`src/rtl/nf5_boot_loader.sv`:
```
// nf5_boot_loader: loads a length-prefixed little-endian program image into the memory write
// port and holds the core in reset until done. Define NF5_BOOT_CSUM_EN for a trailing checksum.
module nf5_boot_loader #(
    parameter int unsigned       ADDR_W    = 12,
    parameter logic [ADDR_W-1:0] BASE_ADDR = '0
) (
    input  logic              clk,
    input  logic              rst_n,
    input  logic              start,
    input  logic              s_valid,
    input  logic [7:0]        s_data,
    output logic              s_ready,
    output logic              mem_we,
    output logic [ADDR_W-1:0] mem_addr,
    output logic [31:0]       mem_wdata,
    input  logic              mem_busy,
    output logic              core_rst_n,
    output logic              done,
    output logic              err
);

    // Largest word count that fits between BASE_ADDR and the top of memory.
    localparam logic [32:0] MAX_WORDS = (33'(1) << ADDR_W) - 33'(BASE_ADDR);

    typedef enum logic [2:0] {
        S_IDLE,
        S_HDR,
        S_DATA,
        S_WRITE,
        S_DONE,
        S_ERR
`ifdef NF5_BOOT_CSUM_EN
        , S_CSUM
`endif
    } state_t;

    state_t      state;
    logic [1:0]  byte_idx;
    logic [23:0] byte_buf;
    logic [31:0] remaining;
`ifdef NF5_BOOT_CSUM_EN
    logic [31:0] csum;
`endif

    logic        accept_c;
    logic        last_byte_c;
    logic [31:0] full_word_c;

    assign accept_c    = s_valid && s_ready;
    assign last_byte_c = accept_c && (byte_idx == 2'd3);
    assign full_word_c = {s_data, byte_buf};

    always_ff @(posedge clk or negedge rst_n) begin
        if (!rst_n) begin
            state      <= S_IDLE;
            byte_idx   <= 2'd0;
            byte_buf   <= '0;
            remaining  <= '0;
            s_ready    <= 1'b0;
            mem_we     <= 1'b0;
            mem_addr   <= '0;
            mem_wdata  <= '0;
            core_rst_n <= 1'b0;
            done       <= 1'b0;
            err        <= 1'b0;
`ifdef NF5_BOOT_CSUM_EN
            csum       <= '0;
`endif
        end else begin
            // Bytes shift in from the top so byte_buf holds {b2,b1,b0} before the 4th byte.
            if (accept_c) begin
                byte_idx <= byte_idx + 2'd1;
                byte_buf <= {s_data, byte_buf[23:8]};
            end

            case (state)
                S_IDLE, S_DONE, S_ERR: begin
                    if (start) begin
                        state      <= S_HDR;
                        s_ready    <= 1'b1;
                        done       <= 1'b0;
                        err        <= 1'b0;
                        core_rst_n <= 1'b0;
                        byte_idx   <= 2'd0;
                        mem_addr   <= BASE_ADDR;
`ifdef NF5_BOOT_CSUM_EN
                        csum       <= '0;
`endif
                    end
                end

                S_HDR: begin
                    if (last_byte_c) begin
                        remaining <= full_word_c;
                        if ({1'b0, full_word_c} > MAX_WORDS) begin
                            state   <= S_ERR;
                            s_ready <= 1'b0;
                            err     <= 1'b1;
                        end else if (full_word_c == 32'd0) begin
`ifdef NF5_BOOT_CSUM_EN
                            state      <= S_CSUM;
`else
                            state      <= S_DONE;
                            s_ready    <= 1'b0;
                            done       <= 1'b1;
                            core_rst_n <= 1'b1;
`endif
                        end else begin
                            state <= S_DATA;
                        end
                    end
                end

                S_DATA: begin
                    if (last_byte_c) begin
                        state     <= S_WRITE;
                        s_ready   <= 1'b0;
                        mem_we    <= 1'b1;
                        mem_wdata <= full_word_c;
`ifdef NF5_BOOT_CSUM_EN
                        csum      <= csum + full_word_c;
`endif
                    end
                end

                // Address and data hold while the memory stalls.
                S_WRITE: begin
                    if (!mem_busy) begin
                        mem_we    <= 1'b0;
                        mem_addr  <= mem_addr + ADDR_W'(1);
                        remaining <= remaining - 32'd1;
                        if (remaining == 32'd1) begin
`ifdef NF5_BOOT_CSUM_EN
                            state      <= S_CSUM;
                            s_ready    <= 1'b1;
`else
                            state      <= S_DONE;
                            done       <= 1'b1;
                            core_rst_n <= 1'b1;
`endif
                        end else begin
                            state   <= S_DATA;
                            s_ready <= 1'b1;
                        end
                    end
                end

`ifdef NF5_BOOT_CSUM_EN
                S_CSUM: begin
                    if (last_byte_c) begin
                        s_ready <= 1'b0;
                        if (full_word_c == csum) begin
                            state      <= S_DONE;
                            done       <= 1'b1;
                            core_rst_n <= 1'b1;
                        end else begin
                            state <= S_ERR;
                            err   <= 1'b1;
                        end
                    end
                end
`endif

                default: begin
                    state   <= S_IDLE;
                    s_ready <= 1'b0;
                    mem_we  <= 1'b0;
                end
            endcase
        end
    end

endmodule

```
`config.mk`:
```
export PLATFORM = sky130hd
export DESIGN_NAME = nf5_boot_loader
export DESIGN_NICKNAME = d
export VERILOG_FILES = /design/src/rtl/nf5_boot_loader.sv
export SDC_FILE = /design/constraint.sdc
export NUM_CORES = 1
export LEC_CHECK = 0
export BUFFER_PORTS_ARGS = -buffer_cell sky130_fd_sc_hd__buf_2
export CAP_MARGIN = 20
export CORE_MARGIN = 4
export CORE_UTILIZATION = 45
export CTS_CLUSTER_DIAMETER = 80
export DETAILED_ROUTE_END_ITERATION = 10
export GPL_ROUTABILITY_DRIVEN = 0
export PLACE_DENSITY = 0.67
export RECOVER_POWER = 25
export SKIP_CTS_REPAIR_TIMING = 1
export SYNTH_ARGS = -nofsm -noshare
export SYNTH_HDL_FRONTEND = slang
export SYNTH_SLANG_ARGS = --single-unit
```
`constraint.sdc`:
```
create_clock -name clk -period 2.2 [get_ports clk]
set_input_delay 0.22 -clock clk [delete_from_list [all_inputs] [get_ports clk]]
set_output_delay 0.22 -clock clk [all_outputs]
set_load 0.02 [all_outputs]
```
Word level (Yosys, flattened, before mapping) --
Cells that the tools add are included.
Cells by class: add/subtract/negate cells 3, magnitude comparators 1, eq/ne operators 17, mux-type cells 38, bitwise gates (word level) 1, reduce and logical (&&, ||, !) cells 18
Operator list (count):
- two-way mux 32 bit | 2
- case mux 32 bit (2 select lines) | 1
- equality test 32 x 1 -> 1 bit, second input constant | 1
- > comparator 32 x 13 -> 1 bit, second input constant | 1
- logical NOT 32 bit | 1
- subtractor 32 x 1 -> 32 bit, second input constant | 1
- two-way mux 12 bit | 2
- case mux 12 bit (2 select lines) | 1
- two-way mux 3 bit | 7
- != test 2 bit, second input constant | 9
- two-way mux 1 bit | 17
- adder 12 x 1 -> 12 bit, second input constant | 1
- case mux 3 bit (4 select lines) | 1
- AND reduction 3 bit | 3
- AND reduction 4 bit | 2
- AND reduction 7 bit | 1
- equality test 3 x 2 -> 1 bit, second input constant | 2
- equality test 3 bit, second input constant | 2
- two-way mux 2 bit | 3
- case mux 1 bit (3 select lines) | 2
- AND reduction 6 bit | 1
- nonzero test 2 bit | 3
- case mux 1 bit (4 select lines) | 1
- OR reduction 4 bit | 1
- 11 further kinds | 12
Word-level totals: bits in registers 109, output and inout port bits 49, logic and storage cells 88

Depth between registers and ports, before layout --
depth after elaboration 5, gate-level depth with buffers 8

Worst setup path after synthesis --
OpenSTA, ideal clock, no wires.
kind register to register, from reg remaining[0], to reg remaining[26], data arrival time 1.994 ns, slack 0.085 ns, stages on the path, launching flop included 9, clock period less this slack 2.115 ns, path through dfrtp_1 -> inv_1 -> ha_1 -> nor3b_1 -> and3_1 -> clkbuf_1 -> and2_1 -> a41oi_1 -> o22a_1
On the way: word-level cells in the longest chain between the ends 3
RTL lines:
- start, declared | RTL line 40 | logic [31:0] remaining;
- start signal, assigned | RTL line 94 | remaining <= full_word_c;
- start signal, assigned | RTL line 131 | remaining <= remaining - 32'd1;
- subtractor 32 x 1 -> 32 bit | RTL line 131
- two-way mux 32 bit | RTL line 128 | if (!mem_busy) begin
- case mux 32 bit (2 select lines) | RTL line 76 | case (state)
No other way between the ends. The select of a mux whose other input is x is not followed. A chain may end at the register's enable or synchronous reset.

Final worst setup path --
from reg byte_buf[17], to reg state[2]
On the way: word-level cells in the longest chain between the ends 5, elaborated cells between the ends (all ways) 6
RTL lines:
- start, declared | RTL line 39 | logic [23:0] byte_buf;
- start signal, assigned | RTL line 73 | byte_buf <= {s_data, byte_buf[23:8]};
- branches (longest 2 deep; another with > comparator 32 x 13 -> 1 bit)
- two-way mux 3 bit * | RTL line 95 | if ({1'b0, full_word_c} > MAX_WORDS) begin
- two-way mux 3 bit * | RTL line 93 | if (last_byte_c) begin
- case mux 3 bit (4 select lines) * | RTL line 76
- end signal, assigned | RTL line 79 | state <= S_HDR;
- end signal, assigned | RTL line 96 | state <= S_ERR;
- end signal, assigned | RTL line 103 | state <= S_DONE;
- end, declared | RTL line 37 | state_t state;
Mark *: on every way between the ends. The select of a mux whose other input is x is not followed.

==> flow_summary_export.csv <==
group,metric,value,unit
timing,fmaxAchievable,466,MHz
clock_network,htree_levels,3,
clock_network,path_clk_slew,0.07,ns
power_and_ir_drop,p_leak,2.98,nW
cells_and_area,fin_nets,615,
synthesis,syn_avg_cell_area,10.4,um2
critical_path,cp_max_fo,4,
critical_path,critPathKind,"flip-flop to flip-flop",
clock_network,numCtsBuffers,9,
timing,final.setup.tns,0,ns
timing,setup_viol,0,
power_and_ir_drop,powerDensity,1250,nW/um2
synthesis,synth_edf_count,0,
critical_path,crit_path_end_kind,"flip-flop",
placement,io_buffers,61,
run_status,violations,"capacitance limit, slew limit",
hold_path,hold_end,"byte_buf[18]",
power_and_ir_drop,ir_worst_vdd,0.722,mV
timing,slew_headroom,-3.23,%
grt,grt_pass1_vias,4327,
critical_path,critPathArrivalTime,2.39,ns
clock_network,clock_latency,0.36,ns
die,ios,62,
cells_and_area,final_common_cell,"dfrtp_1",
critical_path,r2r_end,"state[2]",
synthesis,ys_seq_area_share,50.8,%
route,totalWireLength,14000,um
clock_network,clock_sinks,109,
clock_network,cts_tree,"done",
route,via_per_inst,5.96,
route,ant_nets,0,
synthesis,syn_inst,514,
synthesis,synthesis.area,5370,um2
die,die_h,117,um
hold_path,hold_depth,2,
grt,grt_usage,21.2,%
hold_path,hp-class,"input port to flip-flop",
timing,period_share,97.6,%
route,drc,0,
synthesis,synthArstFlopShare,100,%
cells_and_area,layout_common_cells,"dfrtp_1, buf_2, mux2_2, nor2_1, a21oi_1",
cells_and_area,drive_gt1_share,31.0,%
critical_path,rr_startpoint,"byte_buf[17]",
cells_and_area,fin_util,55.3,%
critical_path,r2r_cells,5,
critical_path,reg2reg_setup_slack,0.05,ns
critical_path,cp-start-kind,"flip-flop",
flow_run,drv_cap,1,
synthesis,ys_warn_count,0,
cells_and_area,area_growth,19.2,%
grt,antenna_found_initial,0,
cells_and_area,fillers,983,
clock_network,clock_path_buffers,2,
synthesis,synth_cell_types,55,
timing,finalCriticalPeriod,2.15,ns
cells_and_area,diodes,0,
timing,tightest_slew,1.55,ns
run_status,status,"finished, violations left",
clock_network,root_buffer,"clkbuf_16",
grt,grt_max_degree,110,
timing,slew_viol_final,110,
placement,hpwl,9730,um
route,firstDrtPassIters,7,
timing,fin_skew,0.00813,ns
route,wire_per_inst,18.7,um
hold_path,worstHoldStart,"s_data[2]",
synthesis,synth.net_count,531,
synthesis,synthFlopType,"dfrtp_1",
synthesis,ys_ff_latch,109,
route,vias,4445,
die,die_w,117,um
timing,hold_violations,0,
route,drt_iter0_markers,389,
critical_path,cp.required,2.44,ns
die,initial_core_util,46.4,%
die,coreArea,11600,um2
grt,globalRouteOverflowTotal,0,
grt,grt_pass1_wl,22500,um
die,die-area,13700,um2
die,num_rows,39,
[critical path, stage by stage, from the launching register on]
cell	delay, ns
dfrtp_1	0.39
nor4_2	0.29
nand4_1	0.13
or4_4	0.45
or4_4	0.53
a22o_1	0.24
[power breakdown]
| part | switching (mW) | internal, mW | leakage, nW |
|---|---|---|---|
| Combinational | 1.62 | 1.32 | 1.44 |
| Sequential | 0.731 | 2.62 | 1.39 |
| Clock | 0.767 | 0.923 | 0.149 |
[through the flow]
step | area, um2 | worst slack, ns | total power, mW | hold WS, ns | std cells
after global placement | 6080 | 0.0787 | 6.15 | 0.348 | 729
after floorplan | 5370 | 0.0848 | 5.05 | -0.0756 | 514
final | 6400 | 0.0529 | 7.99 | 0.165 | 746
after CTS | 6380 | 0.0181 | 7.95 | -0.0288 | 745
after global routing | 6400 | -0.000815 | 8.50 | 0.159 | 746
after detailed placement | 6080 | 0.0309 | 6.27 | 0.355 | 729
[Yosys cell counts, types with 3 or more instances]
cell | number | area share (%)
dfrtp_1 | 109 | 51
mux2_2 | 56 | 12
nor2_1 | 46 | 3.2
a21oi_1 | 41 | 3.8
o21ai_0 | 34 | 3.2
clkbuf_1 | 24 | 1.7
nand2_1 | 24 | 1.7
nand4_1 | 15 | 1.7
nor4_1 | 15 | 1.7
nand3_1 | 13 | 1.2
nor3_1 | 13 | 1.2
xor2_1 | 10 | 1.6
and3_1 | 8 | 0.93
inv_1 | 8 | 0.56
or3_1 | 6 | 0.70
nand2b_1 | 5 | 0.58
o22ai_1 | 5 | 0.58
and2_1 | 4 | 0.47
ha_1 | 4 | 0.93
nor3b_1 | 4 | 0.56
o2bb2ai_1 | 4 | 0.65
or4_1 | 4 | 0.56
a211oi_1 | 3 | 0.42
a22o_1 | 3 | 0.49
a31oi_1 | 3 | 0.35
buf_1 | 3 | 0.21
buf_2 | 3 | 0.28
mux2i_1 | 3 | 0.56
nor4_2 | 3 | 0.70
[worst max path at each step]
stage          depth (start not counted)            end    startpoint  slack [ns]
4_1_cts                                5       state[2]  byte_buf[17]        0.02
6_report                               5       state[2]  byte_buf[17]        0.05
5_1_grt                                5       state[2]  byte_buf[17]     -0.0008
3_3_place_gp                           5       state[2]  byte_buf[20]        0.08
3_5_place_dp                           5       state[2]  byte_buf[17]        0.03
2_1_floorplan                          8  remaining[26]  remaining[0]        0.08
[final cells by class]
cell class / instances / area (um2) / share of cell area, %
inverter: 8 / 30.0 / 0.469
clock buffer: 10 / 239 / 3.73
clock inverter: 6 / 68.8 / 1.08
multi-input combinational: 366 / 2510 / 39.2
tap: 143 / 179 / 2.80
sequential: 109 / 2730 / 42.6
timing repair buffer: 104 / 646 / 10.1
[metal layers]
layer  part of all wire [%]  track usage, %  vias to the layer above
li1                       -               -                     2086
met2                     47            32.9                      132
met4                    2.5            9.40                        0
met1                     47            29.4                     2206
met3                    3.8            3.55                       21
met5                      0               0                        -
[flip-flops by register name (all words and copies together), names as in the netlist, 2 cells and up]
| register | cells |
|---|---|
| byte_buf | 24 |
| state | 3 |
| remaining | 32 |
| mem_addr | 12 |
| mem_wdata | 32 |
| byte_idx | 2 |
[logic make-up after synthesis]
kind of cell               Yosys count  share of synthesized area, %
muxes                               59                          12.3
adders and majority gates            4                         0.932
DFF                                109                          50.8
AOI/OAI and AO/OA                  122                          14.0
and+or+nand+nor                    171                          17.4
xor gates and xnor gates            10                          1.63
buffers and inverters               39                          2.87
Power figures use the tool's default switching activity.
